### config.mk
export PLATFORM = sky130hd
export DESIGN_NAME = utf8_stream_decoder
export DESIGN_NICKNAME = d
export VERILOG_FILES = /design/src/rtl/utf8_stream_decoder.sv
export SDC_FILE = /design/constraint.sdc
export NUM_CORES = 1
export LEC_CHECK = 0
export ABC_CLOCK_PERIOD_IN_PS = 4100
export CAP_MARGIN = 0
export CORE_MARGIN = 2
export CORE_UTILIZATION = 45
export DETAILED_ROUTE_END_ITERATION = 8
export GPL_TIMING_DRIVEN = 0
export PLACE_DENSITY = 0.68
export SLEW_MARGIN = 20
export SYNTH_ARGS = -nofsm -noshare
export SYNTH_HDL_FRONTEND = slang
export SYNTH_SLANG_ARGS = --single-unit
### constraint.sdc
create_clock -name clk -period 4.1 [get_ports clk]
set_clock_uncertainty 0.15 [all_clocks]
set_input_delay 0.615 -clock clk [delete_from_list [all_inputs] [get_ports clk]]
set_output_delay 0.615 -clock clk [all_outputs]
set_load 0.005 [all_outputs]
### src/rtl/utf8_stream_decoder.sv
// utf8_stream_decoder: validating UTF-8 byte stream to code point decoder.
// Rejects surrogates, overlongs and values above 10FFFF; one-entry output register.
// Ports: clk, rst_in (async, active-low), din/din_valid/din_ready byte input,
//   flush (end of stream), cp_out/cp_len/cp_error/cp_valid/cp_ready output,
//   err_count (saturating count of error outputs).
// Build option: UTF8_DEC_REPLACE_EN makes error outputs carry U+FFFD
//   instead of the offending lead byte.
module utf8_stream_decoder (
  input  logic        clk,
  input  logic        rst_in,
  input  logic [7:0]  din,
  input  logic        din_valid,
  output logic        din_ready,
  input  logic        flush,
  output logic [20:0] cp_out,
  output logic [2:0]  cp_len,
  output logic        cp_error,
  output logic        cp_valid,
  input  logic        cp_ready,
  output logic [7:0]  err_count
);

  typedef enum logic {IDLE, CONT} state_t;

  state_t      state;
  logic [20:0] part;
  logic [1:0]  rem;
  logic [7:0]  lead;
  logic [2:0]  taken;

  logic        slot_free;
  logic        reject;
  logic [7:0]  lo;
  logic [7:0]  hi;

  logic [1:0]  l_need;
  logic [20:0] l_bits;
  logic        l_bad;

  logic        emit;
  logic [20:0] e_cp;
  logic [2:0]  e_len;
  logic        e_err;
  logic        to_idle;
  logic        to_cont;
  logic        append;
  logic [20:0] app_val;

  function automatic logic [20:0] err_val(input logic [7:0] b);
`ifdef UTF8_DEC_REPLACE_EN
    err_val = 21'h00FFFD;
`else
    err_val = {13'd0, b};
`endif
  endfunction

  assign slot_free = ~cp_valid | cp_ready;
  assign app_val   = {part[14:0], din[5:0]};

  // Second byte of E0/ED/F0/F4 has a narrowed range; this is
  // what excludes overlongs, surrogates and values above 10FFFF.
  always_comb begin
    lo = 8'h80;
    hi = 8'hBF;
    if (taken == 3'd1) begin
      case (lead)
        8'hE0:   lo = 8'hA0;
        8'hED:   hi = 8'h9F;
        8'hF0:   lo = 8'h90;
        8'hF4:   hi = 8'h8F;
        default: ;
      endcase
    end
  end

  assign reject = (state == CONT) & ((din < lo) | (din > hi));
  assign din_ready = slot_free & ~flush & ~reject;

  always_comb begin
    l_need = 2'd0;
    l_bits = 21'd0;
    l_bad  = 1'b0;
    unique case (1'b1)
      (din <= 8'h7F): l_bits = {13'd0, din};
      (din >= 8'hC2 && din <= 8'hDF): begin
        l_need = 2'd1;
        l_bits = {16'd0, din[4:0]};
      end
      (din >= 8'hE0 && din <= 8'hEF): begin
        l_need = 2'd2;
        l_bits = {17'd0, din[3:0]};
      end
      (din >= 8'hF0 && din <= 8'hF4): begin
        l_need = 2'd3;
        l_bits = {18'd0, din[2:0]};
      end
      default: l_bad = 1'b1;
    endcase
  end

  // flush wins over din; a rejected byte is left on din for IDLE.
  always_comb begin
    emit    = 1'b0;
    e_cp    = 21'd0;
    e_len   = 3'd0;
    e_err   = 1'b0;
    to_idle = 1'b0;
    to_cont = 1'b0;
    append  = 1'b0;
    if (slot_free) begin
      if (flush) begin
        if (state == CONT) begin
          emit    = 1'b1;
          e_cp    = err_val(lead);
          e_len   = taken;
          e_err   = 1'b1;
          to_idle = 1'b1;
        end
      end else if (din_valid) begin
        if (state == IDLE) begin
          if (l_bad) begin
            emit  = 1'b1;
            e_cp  = err_val(din);
            e_len = 3'd1;
            e_err = 1'b1;
          end else if (l_need == 2'd0) begin
            emit  = 1'b1;
            e_cp  = l_bits;
            e_len = 3'd1;
          end else begin
            to_cont = 1'b1;
          end
        end else if (reject) begin
          emit    = 1'b1;
          e_cp    = err_val(lead);
          e_len   = taken;
          e_err   = 1'b1;
          to_idle = 1'b1;
        end else if (rem == 2'd1) begin
          emit    = 1'b1;
          e_cp    = app_val;
          e_len   = taken + 3'd1;
          to_idle = 1'b1;
        end else begin
          append = 1'b1;
        end
      end
    end
  end

  always_ff @(posedge clk or negedge rst_in) begin
    if (!rst_in) begin
      state     <= IDLE;
      part      <= 21'd0;
      rem       <= 2'd0;
      lead      <= 8'd0;
      taken     <= 3'd0;
      cp_out    <= 21'd0;
      cp_len    <= 3'd0;
      cp_error  <= 1'b0;
      cp_valid  <= 1'b0;
      err_count <= 8'd0;
    end else begin
      if (cp_valid && cp_ready) cp_valid <= 1'b0;
      if (emit) begin
        cp_valid <= 1'b1;
        cp_out   <= e_cp;
        cp_len   <= e_len;
        cp_error <= e_err;
        if (e_err && err_count != 8'hFF)
          err_count <= err_count + 8'd1;
      end
      if (to_idle) begin
        state <= IDLE;
        part  <= 21'd0;
        rem   <= 2'd0;
        lead  <= 8'd0;
        taken <= 3'd0;
      end else if (to_cont) begin
        state <= CONT;
        part  <= l_bits;
        rem   <= l_need;
        lead  <= din;
        taken <= 3'd1;
      end else if (append) begin
        part  <= app_val;
        rem   <= rem - 2'd1;
        taken <= taken + 3'd1;
      end
    end
  end

endmodule

==> summary.md, run 1 <==
| Metric | Value |
|---|---|
| Status | `finished clean` |
| Die Footprint | `0.00815 mm²` |
| Die Ht | `roughly 90 µm` |
| Core footprint | `0.00721 mm²` |
| Clock Power Share | `23.9%` |
| Psw | `roughly 680 µW` |
| Syn Area/Cell | `10.5 µm²` |
| RSZ-0062 raised after global routing | `no` |
| Max-Cap Viols | `0` |
| Worst setup EP type | `output port` |
| Number of I/O pins | `48` |
| Max-slew violations | `0` |
| Wirelength, routed | `8.33 mm` |
| CP Launch Type | `flip-flop` |
| Cells on worst reg2reg path | `12` |
| Required @ worst endpoint | `approximately 3.3 ns` |
| Design Area, Final | `0.00418 mm²` |
| Comb pwr share | `a little under a third` |
| Largest net degree at the start of global routing | `51` |
| Worst vdd ir | `236 µV` |
| R2R setup slack | `0.57 ns` |
| Fin. Hold Viols | `0` |
| Switching fraction of total power | `34.8%` |
| Placed Area | `0.00397 mm²` |
| Final Setup Violations | `0` |
| HP Class | `reg2reg` |
| Root buffer cell | `clkbuf_8` |
| Worst skew pair latency | `around 0.34 ns` |
| DPL Wire Length | `roughly 6.0 mm` |
| Clock Path Buffers | `2` |
| Power Density | `467 mW/mm²` |
| Critical path data arrival time | `2.92 ns` |
| Crit Path Max Fanout | `4` |
| Gr usage total | `21.6%` |
| Dpl ws | `0.0862 ns` |
| Fmax | `272 MHz` |
| ANT nets after route | `0` |
| Synth warnings | `0` |
| Nets | `approximately 400` |
| Slew of the pin with the lowest slew margin | `just over 0.7 ns` |
| Post-route DRC | `0` |
| Row count | `31` |
| CTS tree | `done` |
| CP cell instances | `nand4b_1 > nor3b_4 > nand3_1 > ha_1 > or4b_1 > or4_4 > nand3_4 > a211oi_1 > dlymetal6s2s_1` |
| CP Launch Point | `lead[1]` |
| Reg clk slew, reported paths | `0.07 ns` |
| Mean routed wirelength per cell | `17.2 µm` |
| 1st-pass router iterations | `5` |
| DR vias | `2,765` |
| CTS Sinks | `63` |
| CP peak stage delay | `0.52 ns` |
| Critical path class | `reg2out` |
| Sum of negative setup slack | `0 ns` |
| Register area share after synthesis | `47.1%` |
| Post-synthesis async set-or-reset flop share | `between 90% and 100%` |
| Layout cells sized above 1 | `13.5%` |
| RR Startpoint | `lead[1]` |
| Post-Synthesis Cells | `318` |
| Period utilization | `89.8%` |
| Number of global-route vias before repair | `2,678` |
| First-pass GRT wire length | `13.8 mm` |
| Fin worst setup slack | `approximately 0.42 ns` |
| Register share of total power | `44.4%` |
| Final Wtd Congestion | `between 0.9 and 1` |
| Crit path max-delay cell type | `or4b_1` |
| 1st-iter DRT viols | `~160` |
| Syn Nets | `~340` |
| Hold Crit Start | `part[14]` |
| Die X | `90.3 µm` |
| Slew headroom | `~52%` |
| Seq cells post-synth | `between 60 and 70` |
| Most used DFF post-synth | `dfrtp_1` |
| Yosys cell types | `67` |
| Initial antenna violation count | `0` |
| GR Overflow Total | `0` |
| Area Overhead vs Synth | `24.7%` |
| Synth Cell Area | `~0.0033 mm²` |
| H-tree levels | `3` |
| Initial Utilization | `46.4%` |
| Leak | `0.00189 µW` |
| IO Port Bufs | `47` |
| Number of diodes | `0` |
| Internal Power | `about 1300 µW` |
| CP endpoint | `din_ready` |
| Post-synth EDFFs | `0` |
| Reg-to-Reg End | `cp_out[16]` |
| Detail-routed via count per cell | `5.72` |
| Fin crit period | `3.68 ns` |
| TritonCTS Buffers | `9` |
-- worst max-delay path: cells and delay by family, from the launching register on --
family          cells  cell delay (ns)
flops               1             0.40
compound gates      1             0.07
fa+ha+maj           1             0.20
buf+inv             1             0.20
simple gates        6             1.72
-- area by class of cell --
class,count,area (µm²)
plain buffers,19,98.8
clock buffers,11,131
clock inverters,5,35.0
fillers,662,3040
inverters,7,26.3
multi-input cells,229,1670
flip-flops and latches,63,1580
well taps,99,124
repair buffers,50,515
-- what timing repair did --
action	CTS	global route
resized for setup	3	4
pin swaps	1	0
hold buffers	1	0
setup endpoints to repair	1	1
endpoints found under the hold margin	13	0
buffers inserted	1	0
-- state kept, by name, indices dropped and copies added (netlist names) --
register and count:
cp_error 1, cp_out 21, lead 8, err_count 8, cp_len 3, cp_valid 1
state 1, rem 2, part 15, taken 3
-- worst min path at each step --
stage               cells after the start    endpoint
CTS                                     1  cp_out[20]
global route                            1  cp_out[20]
global placement                        2   cp_out[2]
finish                                  1  cp_out[20]
detailed placement                      1  cp_out[20]
floorplan                               0    cp_error
-- placed cells by master, fill, tap and decap left out, types with 3 or more instances in the layout --
cell type,n
nand2_1,35
nor2_2,4
a22oi_1,6
mux2i_1,17
dfrtp_1,63
a211oi_1,3
and3_1,4
ha_1,6
clkdlybuf4s50_1,45
nor2b_1,3
nand4_1,7
clkbuf_8,9
o21ai_1,5
o21ai_0,15
a22o_1,15
buf_4,4
buf_2,4
a21oi_1,8
a21o_1,3
xor2_1,8
inv_1,6
nor3_1,22
nor2_1,9
clkbuf_1,13
-- power groups by stage --
stage / Clock (µW) / Sequential, µW / Combinational, µW
floorplan: 0 / 851 / 351
detailed placement: 0 / 876 / 611
global route: 510 / 884 / 680
CTS: 475 / 864 / 616
global placement: 0 / 873 / 598
finish: 466 / 866 / 617
-- per-layer routing --
| metal | up-vias | wire (µm) | GRT usage (%) |
|---|---|---|---|
| li1 | 1303 | - | - |
| met4 | 0 | 98 | 8.85 |
| met1 | 1368 | 3910 | 30.6 |
| met5 | - | 0 | 0 |
| met2 | 85 | 3890 | 33.0 |
| met3 | 9 | 428 | 3.92 |
-- cells in the mapped netlist, types with 3 or more instances --
cell type	count	area [µm²]
a211oi_1	3	22.5
a21o_1	3	22.5
a21oi_1	8	40.0
a22o_1	15	131
a22oi_1	6	45.0
and3_1	4	25.0
buf_2	4	20.0
clkbuf_1	11	41.3
dfrtp_1	63	1580
ha_1	7	87.6
inv_1	7	26.3
mux2i_1	17	170
nand2_1	35	131
nand4_1	7	43.8
nor2_1	9	33.8
nor2_2	4	25.0
nor2b_1	3	18.8
nor3_1	22	110
o21ai_0	16	80.1
o21ai_1	4	20.0
xor2_1	8	70.1
-- logic make-up after synthesis --
group / share of synthesized area, %
AOI/OAI and AO/OA: 17.7
xor gates and xnor gates: 2.09
adders and majority gates: 2.61
buffers and inverters: 3.74
DFF: 47.1
muxes: 6.20
and+or+nand+nor: 20.6
-- per-stage QoR --
step           std cells  utilization, %  hold WS (ns)  power, µW
6_report             483            57.9         0.344       1950
5_1_grt              483            57.9         0.363       2070
4_1_cts              483            57.7         0.348       1960
3_5_place_dp         465            55.0         0.331       1490
3_3_place_gp         464            54.7         0.329       1470
2_1_floorplan        318               -         0.169       1200
No activity file was read; power rests on OpenSTA's default activity.
==> run 2, diff against run 1 <==
Settings changed: PLACE_DENSITY 0.68 to default, PLACE_DENSITY_LB_ADDON from default to 0.05.
==> summary.md, run 2 (synthesized netlist as in run 1, its figures left out) <==
| Metric | Value |
|---|---|
| Status | `finished clean` |
| Largest net degree at the start of global routing | `between 40 and 50` |
| Worst skew pair latency | `0.35 ns` |
| Mean routed wirelength per cell | `17.5 µm` |
| Nets | `399` |
| Critical path data arrival time | `approximately 2.9 ns` |
| Wirelength, routed | `around 8.4 mm` |
| Reg clk slew, reported paths | `about 0.080 ns` |
| Power Density | `509 mW/mm²` |
| Non-Filler Instances | `483` |
| Fin. Hold Viols | `0` |
| WHS Path Cells | `2` |
| Clock Path Buffers | `2` |
| RSZ-0062 raised after global routing | `no` |
| Gr usage total | `22.5%` |
| IO Port Bufs | `47` |
| Post-route DRC | `0` |
| Number of diodes | `0` |
| H-tree levels | `3` |
| Worst vdd ir | `236 µV` |
| Required @ worst endpoint | `3.34 ns` |
| CTS Sinks | `63` |
| Die X | `90.3 µm` |
| Period utilization | `~90%` |
| Commonest non-fill, non-tap cells in the layout | `63 x dfrtp_1, 45 x clkdlybuf4s50_1, 35 x nand2_1` |
| Dpl ws | `between 0.1 and 0.15 ns` |
| Leak | `0.00193 µW` |
| Most flop-heavy register | `cp_out` |
| Max-slew violations | `0` |
| First-pass GRT wire length | `14.4 mm` |
| Fin worst setup slack | `0.392 ns` |
| DR vias | `2,687` |
| Worst setup EP type | `output port` |
| Hold Crit Start | `cp_out[0]` |
| Placed instance count | `465` |
| Slew of the pin with the lowest slew margin | `0.774 ns` |
| Number of I/O pins | `48` |
| Sum of negative setup slack | `0 ns` |
| Max-Cap Viols | `0` |
| 1st-iter DRT viols | `125` |
| Die Ht | `90.3 µm` |
| Initial antenna violation count | `0` |
| Core footprint | `0.00721 mm²` |
| CTS tree | `done` |
| Crit Path Max Fanout | `4` |
| Largest register FFs | `21` |
| Placed Area | `0.00397 mm²` |
| Area Overhead vs Synth | `27.1%` |
| Layout cells sized above 1 | `13.8%` |
| 1st-pass router iterations | `4` |
| Largest registers | `cp_out x21, part x15` |
| Psw | `between 700 and 800 µW` |
| Root buffer cell | `clkbuf_8` |
| Fin crit period | `3.71 ns` |
| Reg-to-Reg End | `cp_out[14]` |
| DPL Wire Length | `6.04 mm` |
| Most common cell after layout, fill and taps aside | `dfrtp_1` |
| Final Wtd Congestion | `0.960` |
| Initial Utilization | `46.4%` |
| Clock Power Share | `about a third` |
| Detail-routed via count per cell | `5.56` |
| HP Class | `reg2reg` |
| Internal Power | `1460 µW` |
| Final Core Density | `59.0%` |
| RR Startpoint | `lead[1]` |
| TritonCTS Buffers | `9` |
| Slew headroom | `48.3%` |
| Design Area, Final | `0.00426 mm²` |
| Final Setup Violations | `0` |
| ANT nets after route | `0` |
| Switching fraction of total power | `32.5%` |
| Number of global-route vias before repair | `approximately 2,700` |
| Die Footprint | `0.00815 mm²` |
| Register share of total power | `39.8%` |
| Row count | `31` |
| GR Overflow Total | `0` |
| Comb pwr share | `28.2%` |
| Cells on worst reg2reg path | `12` |
| Fill cells | `651` |
| Fmax | `270 MHz` |
| Critical path class | `reg2out` |
| CP Launch Type | `flip-flop` |
| Hold endpoint | `cp_out[0]` |
| R2R setup slack | `0.58 ns` |
run 2: changes by cell type in the layout (fill, tap and decap cells not counted):
| cell | delta |
|---|---|
| ha_2 | -1 |
| inv_6 | +4 |
| clkinv_4 | -2 |
| clkinvlp_4 | -1 |
| ha_1 | +1 |
| bufinv_16 | +3 |
| clkinv_2 | -2 |
| clkbuf_1 | -2 |
run 2: area by class of cell:
class	count	area, µm²	share of cell area, %
inverters	7	26.3	0.617
flip-flops and latches	63	1580	37.0
well taps	99	124	2.91
repair buffers	50	515	12.1
clock buffers	9	124	2.91
multi-input cells	229	1670	39.2
clock inverters	7	125	2.94
plain buffers	19	98.8	2.32
run 2: worst max-delay path by stage:
stage | start | end | cells after the start | slack [ns]
2_1_floorplan | taken[1] | cp_len[2] | 11 | 0.88
3_3_place_gp | rst_in | cp_error | 1 | 0.13
3_5_place_dp | din[5] | din_ready | 7 | 0.13
4_1_cts | taken[1] | din_ready | 10 | 0.09
5_1_grt | lead[1] | din_ready | 9 | 0.26
6_report | lead[1] | din_ready | 9 | 0.39
run 2: through the flow:
stage,hold WS [ns],power (µW)
final,0.339,2170
after global placement,0.321,1470
after global routing,0.361,2300
after floorplan,0.169,1200
after detailed placement,0.322,1490
after CTS,0.339,2180
run 2: worst max-delay path, stage by stage, from the launching register on:
cell	delay, ns
dfrtp_1	0.40
nand4b_1	0.29
nor3b_4	0.25
nand3_1	0.10
ha_1	0.20
or4b_1	0.52
or4_4	0.47
nand3_4	0.09
a211oi_1	0.08
dlymetal6s2s_1	0.19
run 2: metal layers:
metal	routed length, µm	track usage [%]
met2	3950	34.3
met5	0	0
met4	150	8.21
met1	4010	31.9
met3	330	4.76
run 2: what timing repair did:
action / in CTS / in global routing
endpoints found under the setup margin: 1 / 1
buffers inserted: 1 / 0
gates cloned: 0 / 0
hold endpoints to repair: 17 / 0
gates resized for setup: 3 / 3
hold buffers: 1 / 0
pin swaps: 1 / 1
run 2: power groups by stage:
stage / clock network, µW / registers (µW) / logic, µW
2_1_floorplan: 0 / 851 / 351
3_3_place_gp: 0 / 869 / 603
3_5_place_dp: 0 / 874 / 611
4_1_cts: 702 / 862 / 617
5_1_grt: 736 / 880 / 680
6_report: 693 / 861 / 611
==> run 3, diff against run 2 <==
Settings changed: CORE_UTILIZATION 45 to 39.
==> summary.md, run 3 (synthesized netlist as in run 1, its figures left out) <==
| Metric | Value |
|---|---|
| Status | `finished clean` |
| Power Density | `481 mW/mm²` |
| TritonCTS Buffers | `9` |
| Critical path class | `reg2out` |
| Mean routed wirelength per cell | `between 15 and 20 µm` |
| DPL Wire Length | `6.41 mm` |
| Worst vdd ir | `239 µV` |
| Worst skew pair latency | `0.35 ns` |
| Sum of negative setup slack | `0 ns` |
| ANT nets after route | `0` |
| Die Ht | `a little under 100 µm` |
| Reg clk slew, reported paths | `0.08 ns` |
| DR vias | `2,689` |
| Detail-routed via count per cell | `~5.5` |
| Largest register FFs | `21` |
| Die X | `96.7 µm` |
| Die Footprint | `0.00935 mm²` |
| Switching fraction of total power | `34.4%` |
| Initial Utilization | `about two fifths` |
| Met3 GRT Util | `5.13%` |
| 1st-pass router iterations | `4` |
| Core footprint | `just over 0.008 mm²` |
| Comb pwr share | `30.2%` |
| Gr usage total | `19.6%` |
| Commonest non-fill, non-tap cells in the layout | `63 x dfrtp_1, 45 x clkdlybuf4s50_1, 35 x nand2_1` |
| Max-Cap Viols | `0` |
| GR Overflow Total | `0` |
| Row count | `33` |
| Period utilization | `90.8%` |
| CTS Sinks | `63` |
| Most Crowded Layer GR | `met2` |
| Fin Hold WS | `about 0.33 ns` |
| Number of I/O pins | `48` |
| M2 GR Usage | `30.5%` |
| HP Class | `reg2reg` |
| Layout cells sized above 1 | `roughly 14%` |
| Most flop-heavy register | `cp_out` |
| Fmax | `269 MHz` |
| Slew of the pin with the lowest slew margin | `0.804 ns` |
| H-tree levels | `3` |
| 1st-iter DRT viols | `102` |
| CTS tree | `done` |
| Largest registers | `cp_out x21, part x15` |
| CP cell instances | `nand4b_1 > nor3b_2 > nand3_1 > ha_1 > or4b_1 > or4_4 > nand3_4 > a211oi_1 > dlymetal6s2s_1` |
| Crit path max-delay cell type | `or4b_1` |
| Fin. Hold Viols | `0` |
| Max-slew violations | `0` |
| Area Overhead vs Synth | `25.6%` |
| IO Port Bufs | `47` |
| Slew headroom | `a little under half` |
| Fin crit period | `3.72 ns` |
| Clock Power Share | `between 20 and 30%` |
| Wirelength, routed | `8.81 mm` |
| Required @ worst endpoint | `3.34 ns` |
| Internal Power | `between 1000 and 1500 µW` |
| Root buffer cell | `clkbuf_8` |
| GRT met1 Usage | `between 20% and 30%` |
| Number of global-route vias before repair | `2,699` |
| First-pass GRT wire length | `14.4 mm` |
| Fill cells | `806` |
| Final Setup Violations | `0` |
| Critical path data arrival time | `2.96 ns` |
| Most common cell after layout, fill and taps aside | `dfrtp_1` |
| Number of diodes | `0` |
| Register share of total power | `about 43%` |
| Crit Path Max Fanout | `4` |
| Post-route DRC | `0` |
| Nets | `399` |
| Clock Path Buffers | `2` |
| RSZ-0062 raised after global routing | `no` |
| Final Wtd Congestion | `around 0.95` |
| CP peak stage delay | `about 0.53 ns` |
| Leak | `0.00190 µW` |
| Psw | `a little under 700 µW` |
| Initial antenna violation count | `0` |
| CP Launch Type | `flip-flop` |
| Worst setup EP type | `output port` |
| Largest net degree at the start of global routing | `47` |
run 3: changes by cell type in the layout (fill, tap and decap cells not counted), sizes merged:
cell      before  now
clkinv         0    3
inv           11    8
bufinv         3    1
clkinvlp       0    2
run 3: worst max-delay path, delay by kind of cell (launching register included):
kind	cells	cell delay, ns
buffers and inverters	1	0.19
AO/OA/AOI/OAI	1	0.08
flip-flops	1	0.40
adder cells (fa/ha/maj)	1	0.20
AND/OR/NAND/NOR	6	1.73
run 3: layout make-up:
class                           count  area [µm²]  area share, %
Inverter                            7        26.3          0.625
Sequential cell                    63        1580           37.5
Timing Repair Buffer               50         515           12.3
Clock buffer                        9         124           2.95
Tap cell                          105         131           3.12
Clock inverter                      7        72.6           1.73
Buffer                             19        98.8           2.35
Multi-Input combinational cell    229        1660           39.5
run 3: what timing repair did:
action	4_1_cts	5_1_grt
hold buffers	1	0
buffers inserted	1	0
hold endpoints to repair	17	0
resized for setup	3	2
setup endpoints to repair	1	1
run 3: worst paths after layout:
path	startpoint	end	slack (ns)	cells after the start
max	lead[1]	din_ready	0.38	9
min	part[11]	cp_out[17]	0.33	1
max reg2reg	lead[1]	cp_out[19]	0.55	12
min reg2reg	part[11]	cp_out[17]	0.33	1
max in group asynchronous	rst_in	lead[1]	2.76	3
min in group asynchronous	rst_in	err_count[6]	0.53	2
run 3: routing by layer:
| metal | share of wire (%) | up-vias | wire, µm |
|---|---|---|---|
| met5 | 0 | - | 0 |
| met4 | 1.5 | 0 | 131 |
| met3 | 4.0 | 11 | 351 |
| met2 | 47 | 64 | 4120 |
| met1 | 48 | 1315 | 4210 |
| li1 | - | 1299 | - |
run 3: per-stage QoR:
step	power, µW	instance area, µm²	cells	util [%]	setup WS [ns]
after floorplan	1200	3350	318	-	0.879
after global placement	1480	3950	470	47.8	0.0459
after detailed placement	1490	3980	471	48.2	0.0847
after CTS	2050	4200	489	50.9	0.0364
after global routing	2170	4210	489	50.9	0.232
final	2020	4210	489	50.9	0.379
run 3: power by group through the flow:
| stage | Sequential [µW] | Combinational (µW) | Clock [µW] |
|---|---|---|---|
| 5_1_grt | 884 | 683 | 599 |
| 6_report | 863 | 611 | 550 |
| 4_1_cts | 865 | 622 | 567 |
| 3_5_place_dp | 877 | 616 | 0 |
| 2_1_floorplan | 851 | 351 | 0 |
| 3_3_place_gp | 873 | 611 | 0 |
==> patch 1 (settings of run 3) <==
Reset style: synchronous (`rst_in`), changed in one clocked block. Comments in the files are not updated.
--- a/src/rtl/utf8_stream_decoder.sv
+++ b/src/rtl/utf8_stream_decoder.sv
@@ -148,7 +148,7 @@
     end
   end
 
-  always_ff @(posedge clk or negedge rst_in) begin
+  always_ff @(posedge clk) begin
     if (!rst_in) begin
       state     <= IDLE;
       part      <= 21'd0;
Function: differs if rst_in is asserted again (counterexample within 4 cycles, from zero or initial values and one cycle with rst_in low); with rst_in held inactive, the same outputs for 4 cycles.
==> patch 1 against run 3 <==
Area after synthesis shrank 5.7%; setup slack got worse by 0.12 ns; utilization is 0.46 points higher; design area shrank 5.1%; wire length down 3.1%; sequential cell count is the same; critical path depth grew 1; largest cell class unchanged.
Power is not compared: it rests on default switching activity, and its combinational part moved more than twofold at a synthesized area within 25%.
==> patch 1: results <==
group,metric,value,unit
status,status,"complete, no violations",
placement,post-place-ws,-0.00349,ns
critical_path,cp_max_fo,10,
final_layout,fillers,774,
final_layout,area.growth.synth_to_final,26.4,%
critical_path,worstPathArrival,3.08,ns
final_layout,final.signal_buffer_count,70,
detailed_routing,route.met2.wl,3950,um
hold_path,hold-path-endpoint,"cp_out[7]",
sta,max_freq,260,MHz
sta,timing.hold.ws,0.315,ns
logic_synthesis,synth-seq-area-share,39.9,%
placement,place_area,0.00375,mm2
final_layout,final_cells,529,
hold_path,worstHoldPathCells,2,
final_layout,multi_input_comb_cells,268,
final_layout,drive_gt1_share,10.5,%
pwr,finalPower,1.39,mW
global_routing,grt_usage,20.3,%
logic_synthesis,async_flop_share,0,%
global_routing,use_met3,3.93,%
logic_synthesis,synthTopCellsByArea,"dfxtp_1, mux2i_1, nand2_1",
final_layout,clk_share,5.77,%
placement,dpl.cell_count,513,
floorplanning,tap_cells,102,
global_routing,grt_pass1_wl,14000,um
global_routing,met1_usage,28.3,%
critical_path,critPathSlowestCell,"clkdlybuf4s50_1",
detailed_routing,drt_iter0_markers,200,
global_routing,grtUsageMet2,32.1,%
global_routing,grt_max_degree,13,
==> patch 1: cell count changes after synthesis, sizes merged, moves of 7 or more <==
| cell | before | now |
|---|---|---|
| nor2b | 3 | 15 |
| nor3 | 24 | 16 |
| dfrtp | 63 | 0 |
| a22o | 15 | 0 |
| xor2 | 8 | 1 |
| buf | 8 | 15 |
| nand3 | 3 | 15 |
| a21oi | 9 | 24 |
| dfxtp | 0 | 63 |
| a22oi | 6 | 15 |
| nor2 | 13 | 26 |
==> patch 1: timing repair <==
item,CTS,global route
resized for setup,1,3
hold buffers,0,0
endpoints found under the setup margin,1,1
==> patch 1: cell families after synthesis <==
| family | after synthesis | share of synthesized area (%) |
|---|---|---|
| multiplexers | 17 | 5.39 |
| XOR/XNOR | 3 | 0.832 |
| flip-flops | 63 | 39.9 |
| AND/OR/NAND/NOR | 139 | 23.7 |
| AO/OA/AOI/OAI | 102 | 22.3 |
| adder cells (fa/ha/maj) | 7 | 2.77 |
| buffers and inverters | 34 | 5.07 |
==> patch 2 (config.mk and constraints of run 3) <==
Without the edit above. Build with the macro `UTF8_DEC_REPLACE_EN` defined.
--- a/src/rtl/utf8_stream_decoder.sv
+++ b/src/rtl/utf8_stream_decoder.sv
@@ -5,6 +5,8 @@
 //   err_count (saturating count of error outputs).
 // Build option: UTF8_DEC_REPLACE_EN makes error outputs carry U+FFFD
 //   instead of the offending lead byte.
+`define UTF8_DEC_REPLACE_EN
+
 module utf8_stream_decoder (
   input  logic        clk,
   input  logic        rst_in,
Check against the original RTL: not equivalent (a bounded check fails within 4 cycles, from zero or initial values and one cycle with rst_in low).
==> patch 2 against run 3 <==
Setup slack improved by 0.080 ns; sequential cell count did not move; area after synthesis fell by 2.9%; power rose by 10%; wire length fell by 10%; combinational power rose by 26%; sequential power rose by 8.0%; design area fell by 4.3%; register-to-register slack improved by 0.20 ns.
==> patch 2: results <==
group,metric,value,unit
critical_path,slowest_delay,0.43,ns
critical_path,critPathSlowestCell,"or4_1",
logic_synthesis,synth_xor_area_share,2.69,%
logic_synthesis,synthTopCellsByArea,"dfrtp_1, o22a_1, mux2i_1",
logic_synthesis,synth_mux_area_share,4.35,%
logic_synthesis,synth_common_cells,"dfrtp_1, nor2_1, nand2_1",
detailed_routing,via_per_inst,5.38,
placement,place_hpwl,5580,um
logic_synthesis,synth-seq-area-share,48.5,%
detailed_routing,drt_iter0_markers,207,
logic_synthesis,syn_avg_cell_area,10.0,um2
global_routing,use_met3,3.16,%
clocking,holdBufCountCts,0,
final_layout,fillers,784,
placement,place_congestion,0.838,
global_routing,grt_max_degree,39,
logic_synthesis,synth_cell_types,60,
critical_path,rr_worst_depth,14,
global_routing,grt_usage,19.1,%
status,status,"complete, no violations",
critical_path,cp_max_fo,3,
placement,dpl.cell_count,473,
global_routing,grt_pass1_vias,2486,
logic_synthesis,synth-compound-area-share,18.5,%
final_layout,drive_gt1_share,10.6,%
logic_synthesis,synth_fp_nets,345,
patch 2: cell count changes in the layout (fill, tap and decap cells not counted), moves of 8 or more:
cell / run 3 / this run
a21oi_1: 8 / 16
a22o_1: 15 / 5
and2_1: 2 / 12
nand2_1: 35 / 27
nand3_1: 2 / 11
nor2_1: 9 / 33
nor3_1: 22 / 10
o22a_1: 1 / 15
patch 2: final cells by class:
| class | count | area [um2] | share of cell area [%] |
|---|---|---|---|
| Inverter | 9 | 33.8 | 0.840 |
| Sequential cell | 63 | 1580 | 39.2 |
| Clock inverter | 6 | 61.3 | 1.52 |
| Clock buffer | 10 | 128 | 3.17 |
| Buffer | 19 | 100 | 2.49 |
| Tap cell | 105 | 131 | 3.26 |
| Multi-Input combinational cell | 234 | 1550 | 38.4 |
| Timing Repair Buffer | 44 | 448 | 11.1 |
patch 2: stage by stage:
step                      setup slack (ns)  hold slack (ns)  utilization (%)  setup TNS [ns]
after detailed placement           -0.0502            0.311             47.0         -0.0502
after CTS                           0.0857           0.0287             49.4               0
after global placement             -0.0458            0.304             46.8         -0.0458
after global routing                 0.281           0.0422             49.5               0
final                                0.459           0.0246             49.5               0
after floorplan                       1.12            0.169                -               0
patch 2: routing by layer:
layer | wire [um] | part of all wire (%) | vias up
met5 | 0 | 0 | -
met4 | 140 | 1.8 | 0
met3 | 376 | 4.7 | 10
met2 | 3430 | 43 | 62
met1 | 3980 | 50 | 1283
li1 | - | - | 1282
patch 2: worst register-to-register path, cell delays in order, from the launching register on:
cell     delay (ns)
dfrtp_1        0.39
inv_1          0.10
ha_1           0.19
or3b_1         0.39
nor2_1         0.10
nand2_1        0.06
ha_1           0.20
a211o_1        0.22
or4_1          0.43
nand4_1        0.17
buf_4          0.18
a21oi_1        0.09
nand3_2        0.19
buf_2          0.25
o22a_1         0.17
